## config.mk

```make
export PLATFORM = sky130hd
export DESIGN_NAME = json_emitter_flat
export DESIGN_NICKNAME = d
export VERILOG_FILES = /design/src/rtl/json_emitter_if.sv /design/src/rtl/json_emitter.sv /design/src/flat_wrapper.sv
export SDC_FILE = /design/constraint.sdc
export NUM_CORES = 1
export LEC_CHECK = 0
export CAP_MARGIN = 20
export CORE_UTILIZATION = 55
export DETAILED_ROUTE_END_ITERATION = 8
export PLACE_DENSITY = 0.89
export SKIP_LAST_GASP = 1
export SYNTH_ARGS = -nofsm -noshare
export SYNTH_HDL_FRONTEND = slang
export SYNTH_SLANG_ARGS = --single-unit
```

## constraint.sdc

```tcl
create_clock -name clk -period 6 [get_ports clk]
set_input_delay 0.6 -clock clk [delete_from_list [all_inputs] [get_ports clk]]
set_output_delay 0.6 -clock clk [all_outputs]
set_load 0.03 [all_outputs]
```

## src/rtl/json_emitter_if.sv

```systemverilog
// Char-stream interface for json_emitter: start/config in, valid/ready char stream and status out.
interface json_emitter_if;
  logic       start_i;
  logic [7:0] n_i;
  logic [7:0] key_base_i;
  logic       ready_i;
  logic [7:0] char_o;
  logic       valid_o;
  logic       busy_o;
  logic       done_o;
  logic [7:0] pair_cnt_o;

  modport master (
    input  start_i, n_i, key_base_i, ready_i,
    output char_o, valid_o, busy_o, done_o, pair_cnt_o
  );

  modport slave (
    output start_i, n_i, key_base_i, ready_i,
    input  char_o, valid_o, busy_o, done_o, pair_cnt_o
  );
endinterface

```

## src/rtl/json_emitter.sv

```systemverilog
// Emits one flat JSON object of n string key/value pairs, one ASCII char per valid/ready transfer.
// Define JSON_SPACE_EN to insert a space after each ':' and each ','.
module json_emitter (
  input logic            clk,
  input logic            reset,
  json_emitter_if.master bus
);

`ifdef JSON_SPACE_EN
  typedef enum logic [3:0] {
    StIdle, StLbrace, StKq1, StKey, StKq2, StColon, StSpC, StVq1, StVal, StVq2,
    StComma, StSpM, StRbrace, StDone
  } state_e;
`else
  typedef enum logic [3:0] {
    StIdle, StLbrace, StKq1, StKey, StKq2, StColon, StVq1, StVal, StVq2,
    StComma, StRbrace, StDone
  } state_e;
`endif

  state_e     state_q, state_d;
  logic [7:0] n_q, n_d;
  logic [7:0] kb_q, kb_d;
  logic [7:0] cnt_q, cnt_d;
  logic [3:0] dig_q, dig_d;
  logic [7:0] char_q;
  logic       valid_q, busy_q, done_q;
  logic       xfer;
  logic       last_pair;

  function automatic logic [7:0] state_char(state_e st, logic [7:0] kb, logic [7:0] idx,
                                            logic [3:0] dig);
    case (st)
      StLbrace:                  return 8'h7B;
      StKq1, StKq2, StVq1, StVq2: return 8'h22;
      StKey:                     return kb + idx;
      StColon:                   return 8'h3A;
      StVal:                     return 8'h30 + {4'h0, dig};
      StComma:                   return 8'h2C;
      StRbrace:                  return 8'h7D;
`ifdef JSON_SPACE_EN
      StSpC, StSpM:              return 8'h20;
`endif
      default:                   return 8'h00;
    endcase
  endfunction

  assign xfer      = valid_q & bus.ready_i;
  // cnt_q doubles as the 0-based pair index i
  assign last_pair = ({1'b0, cnt_q} + 9'd1) >= {1'b0, n_q};

  always_comb begin
    state_d = state_q;
    n_d     = n_q;
    kb_d    = kb_q;
    cnt_d   = cnt_q;
    dig_d   = dig_q;
    case (state_q)
      StIdle: begin
        if (bus.start_i) begin
          state_d = StLbrace;
          n_d     = bus.n_i;
          kb_d    = bus.key_base_i;
          cnt_d   = 8'd0;
          dig_d   = 4'd0;
        end
      end
      StDone: state_d = StIdle;
      default: begin
        if (xfer) begin
          case (state_q)
            StLbrace: state_d = (n_q == 8'd0) ? StRbrace : StKq1;
            StKq1:    state_d = StKey;
            StKey:    state_d = StKq2;
            StKq2:    state_d = StColon;
`ifdef JSON_SPACE_EN
            StColon:  state_d = StSpC;
            StSpC:    state_d = StVq1;
            StComma:  state_d = StSpM;
            StSpM:    state_d = StKq1;
`else
            StColon:  state_d = StVq1;
            StComma:  state_d = StKq1;
`endif
            StVq1:    state_d = StVal;
            StVal:    state_d = StVq2;
            StVq2: begin
              state_d = last_pair ? StRbrace : StComma;
              cnt_d   = cnt_q + 8'd1;
              dig_d   = (dig_q == 4'd9) ? 4'd0 : dig_q + 4'd1;
            end
            StRbrace: state_d = StDone;
            default:  state_d = StIdle;
          endcase
        end
      end
    endcase
  end

  // Outputs are registered from next-state values so they line up with state_q.
  always_ff @(posedge clk or posedge reset) begin
    if (reset) begin
      state_q <= StIdle;
      n_q     <= 8'd0;
      kb_q    <= 8'd0;
      cnt_q   <= 8'd0;
      dig_q   <= 4'd0;
      char_q  <= 8'd0;
      valid_q <= 1'b0;
      busy_q  <= 1'b0;
      done_q  <= 1'b0;
    end else begin
      state_q <= state_d;
      n_q     <= n_d;
      kb_q    <= kb_d;
      cnt_q   <= cnt_d;
      dig_q   <= dig_d;
      char_q  <= state_char(state_d, kb_d, cnt_d, dig_d);
      valid_q <= (state_d != StIdle) && (state_d != StDone);
      busy_q  <= (state_d != StIdle);
      done_q  <= (state_d == StDone);
    end
  end

  assign bus.char_o     = char_q;
  assign bus.valid_o    = valid_q;
  assign bus.busy_o     = busy_q;
  assign bus.done_o     = done_q;
  assign bus.pair_cnt_o = cnt_q;

endmodule
```

## src/flat_wrapper.sv

```systemverilog
// flat-port wrapper written by rule: the top's interface ports become plain ports
module json_emitter_flat 
  (clk, reset, bus_start_i, bus_n_i, bus_key_base_i, bus_ready_i, bus_char_o, bus_valid_o, bus_busy_o, bus_done_o, bus_pair_cnt_o);
  json_emitter_if bus_i ();
  input logic clk;
  input logic reset;
  input wire logic [$bits(bus_i.start_i)-1:0] bus_start_i;
  input wire logic [$bits(bus_i.n_i)-1:0] bus_n_i;
  input wire logic [$bits(bus_i.key_base_i)-1:0] bus_key_base_i;
  input wire logic [$bits(bus_i.ready_i)-1:0] bus_ready_i;
  output wire logic [$bits(bus_i.char_o)-1:0] bus_char_o;
  output wire logic [$bits(bus_i.valid_o)-1:0] bus_valid_o;
  output wire logic [$bits(bus_i.busy_o)-1:0] bus_busy_o;
  output wire logic [$bits(bus_i.done_o)-1:0] bus_done_o;
  output wire logic [$bits(bus_i.pair_cnt_o)-1:0] bus_pair_cnt_o;
  assign bus_i.start_i = bus_start_i;
  assign bus_i.n_i = bus_n_i;
  assign bus_i.key_base_i = bus_key_base_i;
  assign bus_i.ready_i = bus_ready_i;
  assign bus_char_o = bus_i.char_o;
  assign bus_valid_o = bus_i.valid_o;
  assign bus_busy_o = bus_i.busy_o;
  assign bus_done_o = bus_i.done_o;
  assign bus_pair_cnt_o = bus_i.pair_cnt_o;
  json_emitter u_core (.clk(clk), .reset(reset), .bus(bus_i));
endmodule
```

# --- Word level (Yosys, flattened, before mapping) ---
# Index checks and enable logic that the tools add are counted.
# Widths: inputs -> output; s select.
word_totals:
  regBits: 43
  wordCells: 64
op_classes:
  add_sub_neg: 5
  order_cmp: 1
  n_eq_ne: 24
  mux: 18
  n_bitwise: 1
  n_reduce_logical: 6
op_table:
  columns: ["operator", "n"]
  rows:
  - ["$pmux 8 s7", 1]
  - ["$mux 8", 5]
  - ["$pmux 4 s10", 1]
  - ["$eq 4x4->1 const B", 9]
  - ["$eq 4x3->1 const B", 8]
  - ["$mux 4", 7]
  - ["$eq 4x2->1 const B", 4]
  - ["$pmux 4 s2", 2]
  - ["$pmux 8 s2", 1]
  - ["$add 8x1->9 const B", 1]
  - ["$ge 9x8->1", 1]
  - ["$add 8x1->8 const B", 1]
  - ["$add 8x8->8", 1]
  - ["$eq 4x1->1 const B", 2]
  - ["$logic_not 8->1", 1]
  - ["$add 6x4->7 const A", 1]
  - ["$add 4x1->4 const B", 1]
  - ["$logic_not 4->1", 1]
  - ["$ne 4x4->1 const B", 1]
  - ["$reduce_bool 4->1", 1]
  - ["$reduce_or 4->1", 1]
  - ["$mux 2", 1]
  - ["$reduce_and 2->1", 1]
  - ["$and 1x1->1", 1]
  - ["$logic_and 1x1->1", 1]

# --- Longest topological paths before layout ---
logic_depth:
  word_depth: 9
  ltp_mapped: 16
  mapped_depth_nobuf: 15

# --- Worst setup path after synthesis ---
# No wires, ideal clock.
synth_path:
  path_kind: "in2reg"
  start: "in bus_ready_i"
  end: "reg u_core.char_q[7], in the netlist u_core.bus.char_o[7]"
  t_arrival_ns: 3.027
  t_required_ns: 5.880
  slack_ns: 2.854
  stages: 13
  path_buffers: 1
  cell_sequence: "and3b_1 -> and3_1 -> buf_4 -> o22ai_1 -> a22o_1 -> ha_1 -> a21oi_1 -> a2bb2oi_1 -> a21oi_1 -> o21a_1 -> nor2_1 -> xnor3_1 -> and3_1"
synth_between:
  elab_cells_between_ends: 18
  cone_classes: "add/sub (1); eq/ne (10); mux (5); bitwise (1); reduce/logical (1)"
synth_lines:
  columns: ["item", "line", "source"]
  rows:
  - ["start, declared", "flat_wrapper.sv:10", "input wire logic [$bits(bus_i.ready_i)-1:0] bus_ready_i;"]
  - ["$and 1x1->1", "json_emitter.sv:48", "assign xfer = valid_q & bus.ready_i;"]
  - ["$mux 8", "json_emitter.sv:70", "if (xfer) begin"]
  - ["$pmux 8 s2", "json_emitter.sv:58", "case (state_q)"]
  - ["named net u_core.cnt_d[1]", "json_emitter.sv:24", "logic [7:0] cnt_q, cnt_d;"]
  - ["$add 8x8->8", "json_emitter.sv:36", "StKey: return kb + idx;"]
  - ["$pmux 8 s7", "json_emitter.sv:33", "case (st)"]
  - ["end signal, assigned", "json_emitter.sv:118", "char_q <= state_char(state_d, kb_d, cnt_d, dig_d);"]
  - ["end, declared", "json_emitter.sv:26", "logic [7:0] char_q;"]
# The timed path passes the listed nets, and every way through them passes these cells.
# A chain may end at the register's enable or synchronous reset.

# --- Final worst setup path ---
layout_path:
  start: "in bus_ready_i"
  end: "reg u_core.char_q[6], in the netlist u_core.bus.char_o[6]"
# Same word-level chain as after synthesis.

==> impl_summary.md <==
Drt
Detailed routing inserted a total of about 2,200 vias. Dividing the detail-routed via count by the number of cells gives around 6. The count of antenna-violating nets left after detailed routing is 0.

Summed over all layers, the routed wires come to about 6200 um. Dividing the detail-routed wire length by the instance count gives approximately 17 um. The initial DRC count is approximately 140. After detailed routing, the number of remaining DRC violations is 0.

For this run, the detailed router's first-pass iteration total came to 4.

STA
The portion of the clock cycle consumed by the worst path in the final layout is 0.6158. Counting I/O delays and the setup requirement, the final critical path takes ~3700 ps. Setup violations remaining at the end of the flow were counted as 0. Adding up every negative setup slack in the final design gives 0 ps. Across all setup checks in the final design, the least slack found is about 2300 ps.

The hold violation count in the final report is 0. The final-report max-slew violation count came to 0. In this run the tightest slew margin relative to its limit is 0.3298. The worst clock skew is between 7 and 8 ps. The fmax is approximately 0.27 GHz. Setup repair after global routing left no endpoint under its margin. At the pin with the least slew margin, the transition time is between 1000 and 1500 ps.

Critical path
The launching element type of the critical path is an input pin. The register-to-register setup slack is approximately 2300 ps. In this design, the largest share of critical-path delay is due to compound AO/OA/AOI/OAI gates. Traced cell by cell, the critical path runs through clkdlybuf4s50_1 > and3b_1 > and3_1 > o22ai_1 > nand2_1 > o21ai_0 > ha_1 > fa_1 > a21o_1 > a21oi_1 > o21bai_1 > a21oi_1 > xnor2_1 > o21ai_0 > a21oi_1. The reg-to-reg critical path endpoint is u_core.bus.char_o[6].

The path depth of the worst reg2reg path is 14. The startpoint identified for the worst register-to-register timing path is u_core.state_q[2]. For the worst setup path, the data arrival time is slightly below 4000 ps. The largest fanout of any net on the critical path is 10.

The most numerous cell type found on the critical path is sky130_fd_sc_hd__a21oi_1. The type of the worst setup path is in2reg. Together, buffers and inverters on the worst path number 1. STA classifies the critical path endpoint as a flop. In this design, the stage delay of the slowest critical-path cell is approximately 470 ps.

The largest individual stage delay along the critical path comes from the cell sky130_fd_sc_hd__clkdlybuf4s50_1. The required time of the critical path is between 6000 and 7000 ps.

Place
The placer congestion estimate is between 0.9 and 1. The worst-case setup slack after placement is between 2000 and 2500 ps. The quantity of I/O buffers inserted on ports is 38. After legalization and detailed placement, the total HPWL measured 4527 um.

Synth
The gate count of the mapped netlist is around 290. The most common cell in the synthesized netlist is sky130_fd_sc_hd__nand2_1. The async set-or-reset flop fraction in the synthesized netlist is 1.000. By count the netlist is led by sky130_fd_sc_hd__nand2_1, sky130_fd_sc_hd__dfrtp_1, sky130_fd_sc_hd__a21oi_1. The netlist uses 61 different library cells. The net count of the mapped netlist is 323.

In this run the cell area of the synthesized design comes to about 2700 um2. The share of synthesized area in the top cell type comes to 0.4041. The main flop type after synthesis is sky130_fd_sc_hd__dfrtp_1. The register area share after synthesis is 0.4041. A synthesized cell averages a little over 9 um2. By area the synthesized netlist is led by sky130_fd_sc_hd__dfrtp_1, sky130_fd_sc_hd__ha_1, sky130_fd_sc_hd__nand2_1.

During synthesis, Yosys emitted a total of 0 warnings. The number of enable flip-flop cells after synthesis is 0. The largest area contributor in the synthesized netlist is sky130_fd_sc_hd__dfrtp_1.

The flip-flop and latch count after synthesis is 43.

Pwr
In this run the power density over the cells is 439.4 nW/um2. The post-layout total power is around 1.4 mW. Across the VDD grid, the largest voltage drop is 253.7 uV. In this run the static leakage power is ~1.5 nW.

Layout
The utilization after layout is 0.6933. The area added between synthesis and finish is 17.29%. In the final layout, the share of cells above drive strength 1 is 0.07813. The final antenna diode count is 0. The final-layout fill cell count is about 350. After the last flow step, the layout net total stands at about 360.

Die
The die covers 5123 um2. For this configuration, the core starts out at a cell density of 0.5911. The die is roughly 72 um tall. In this run the count of I/O pins placed on the die edge is 39.

The floorplan core area is between 4000 and 5000 um2. The floorplan row count is 24. The die is slightly above 70 um wide.

Clock network
The clock tree root driver cell is sky130_fd_sc_hd__clkbuf_8. The H-tree was split into 2 levels. The clock sink count is 43. The clock network latency to the later pin of the worst-skew pair is approximately 300 ps. The number of cells upsized or downsized after cts is 0.

Counting the buffers created by CTS gives 5. The clock transition at the registers of the reported paths is ~80 ps. The clock passes through at most 2 buffers. TritonCTS built the clock tree. The number of setup buffers added after CTS is 0. The number of hold buffers added after CTS was 0.

Global route
The initial antenna violation count is 0. Across every metal layer, demand over resource in global routing totals 0.2682. The number of global-route vias before repair is 2,178. For this run the aggregate overflow at the end of global routing stands at 0.

The pin count of the biggest net entering global routing is 44. The first global-routing pass estimated 10,470 um of wire.

Hold path
The endpoint of the worst hold-timing path is u_core.kb_q[5]. In this run the worst hold path is classified as reg2reg. The worst min-delay path startpoint is u_core.kb_q[5]. Along the worst hold path, the cell count comes to 2.

Run status
The run finished with clean final reports.

Job
Across the run, the number of max-cap violations was 0.
## logic make-up after synthesis
| kind of cell | synth area share |
|---|---|
| simple gates | 0.2152 |
| xor+xnor | 0.04793 |
| fa+ha+maj | 0.08271 |
| flops | 0.4041 |
| buf+inv | 0.05216 |
| mux | 0.01551 |
| compound gates | 0.1823 |
## metrics by stage
stage	hold slack, ps	instance area [um2]	instances
global route	525.0	3123	372
finish	484.7	3123	372
global placement	465.9	3035	365
CTS	488.9	3123	372
detailed placement	469.6	3035	365
floorplan	442.3	2663	286
## routing by layer
metal	vias to the layer above	GRT usage	share of wire
met1	1069	0.3536	0.42
met4	0	0.1024	0.025
met3	19	0.04782	0.064
met5	-	0	0
met2	76	0.4444	0.49
li1	1077	-	-
## worst max-delay path by stage
stage,to,startpoint,cells past startpoint
floorplan,u_core.bus.char_o[7],bus_ready_i,13
detailed placement,u_core.bus.char_o[6],bus_ready_i,15
finish,u_core.bus.char_o[6],bus_ready_i,15
global placement,u_core.bus.char_o[6],bus_ready_i,15
CTS,u_core.bus.char_o[6],bus_ready_i,15
global route,u_core.bus.char_o[6],u_core.state_q[2],14
## sequential cells by signal, indices dropped and copies added (netlist names)
register               cells
u_core.bus.busy_o          1
u_core.bus.char_o          8
u_core.bus.done_o          1
u_core.bus.pair_cnt_o      8
u_core.bus.valid_o         1
u_core.dig_q               4
u_core.kb_q                8
u_core.n_q                 8
u_core.state_q             4
## cell usage in the layout, fill, tap and decap left out, types with 7 or more instances in the layout
| master | instances |
|---|---|
| sky130_fd_sc_hd__o21ai_0 | 16 |
| sky130_fd_sc_hd__dfrtp_1 | 43 |
| sky130_fd_sc_hd__ha_1 | 16 |
| sky130_fd_sc_hd__xor2_1 | 7 |
| sky130_fd_sc_hd__a21oi_1 | 18 |
| sky130_fd_sc_hd__nand2_1 | 51 |
| sky130_fd_sc_hd__inv_1 | 13 |
| sky130_fd_sc_hd__nor2_1 | 14 |
| sky130_fd_sc_hd__clkdlybuf4s50_1 | 38 |
## power breakdown
part / switching [mW] / leakage, nW / total [mW] / internal, mW
combinational: 0.429 / 0.861 / 0.713 / 0.284
sequential: 0.0843 / 0.545 / 0.469 / 0.385
clock: 0.0991 / 0.0470 / 0.190 / 0.0905
total: 0.613 / 1.45 / 1.37 / 0.760
## worst register-to-register path, delay by kind of cell, from the launching register on
kind	cells	cell delay [ps]
simple gates	2	380
fa+ha+maj	2	680
compound gates	9	1830
flops	1	550
xor+xnor	1	150
## area by class of cell
class                   instances  area, um2  area share
clock buffers                   6      82.58     0.02644
clock inverters                 1      5.005    0.001603
inverters                      15      58.81     0.01883
multi-input cells             216       1448      0.4635
flip-flops and latches         43       1076      0.3446
well taps                      52      65.06     0.02083
repair buffers                 39      387.9      0.1242
Power figures use the tool's default switching activity.
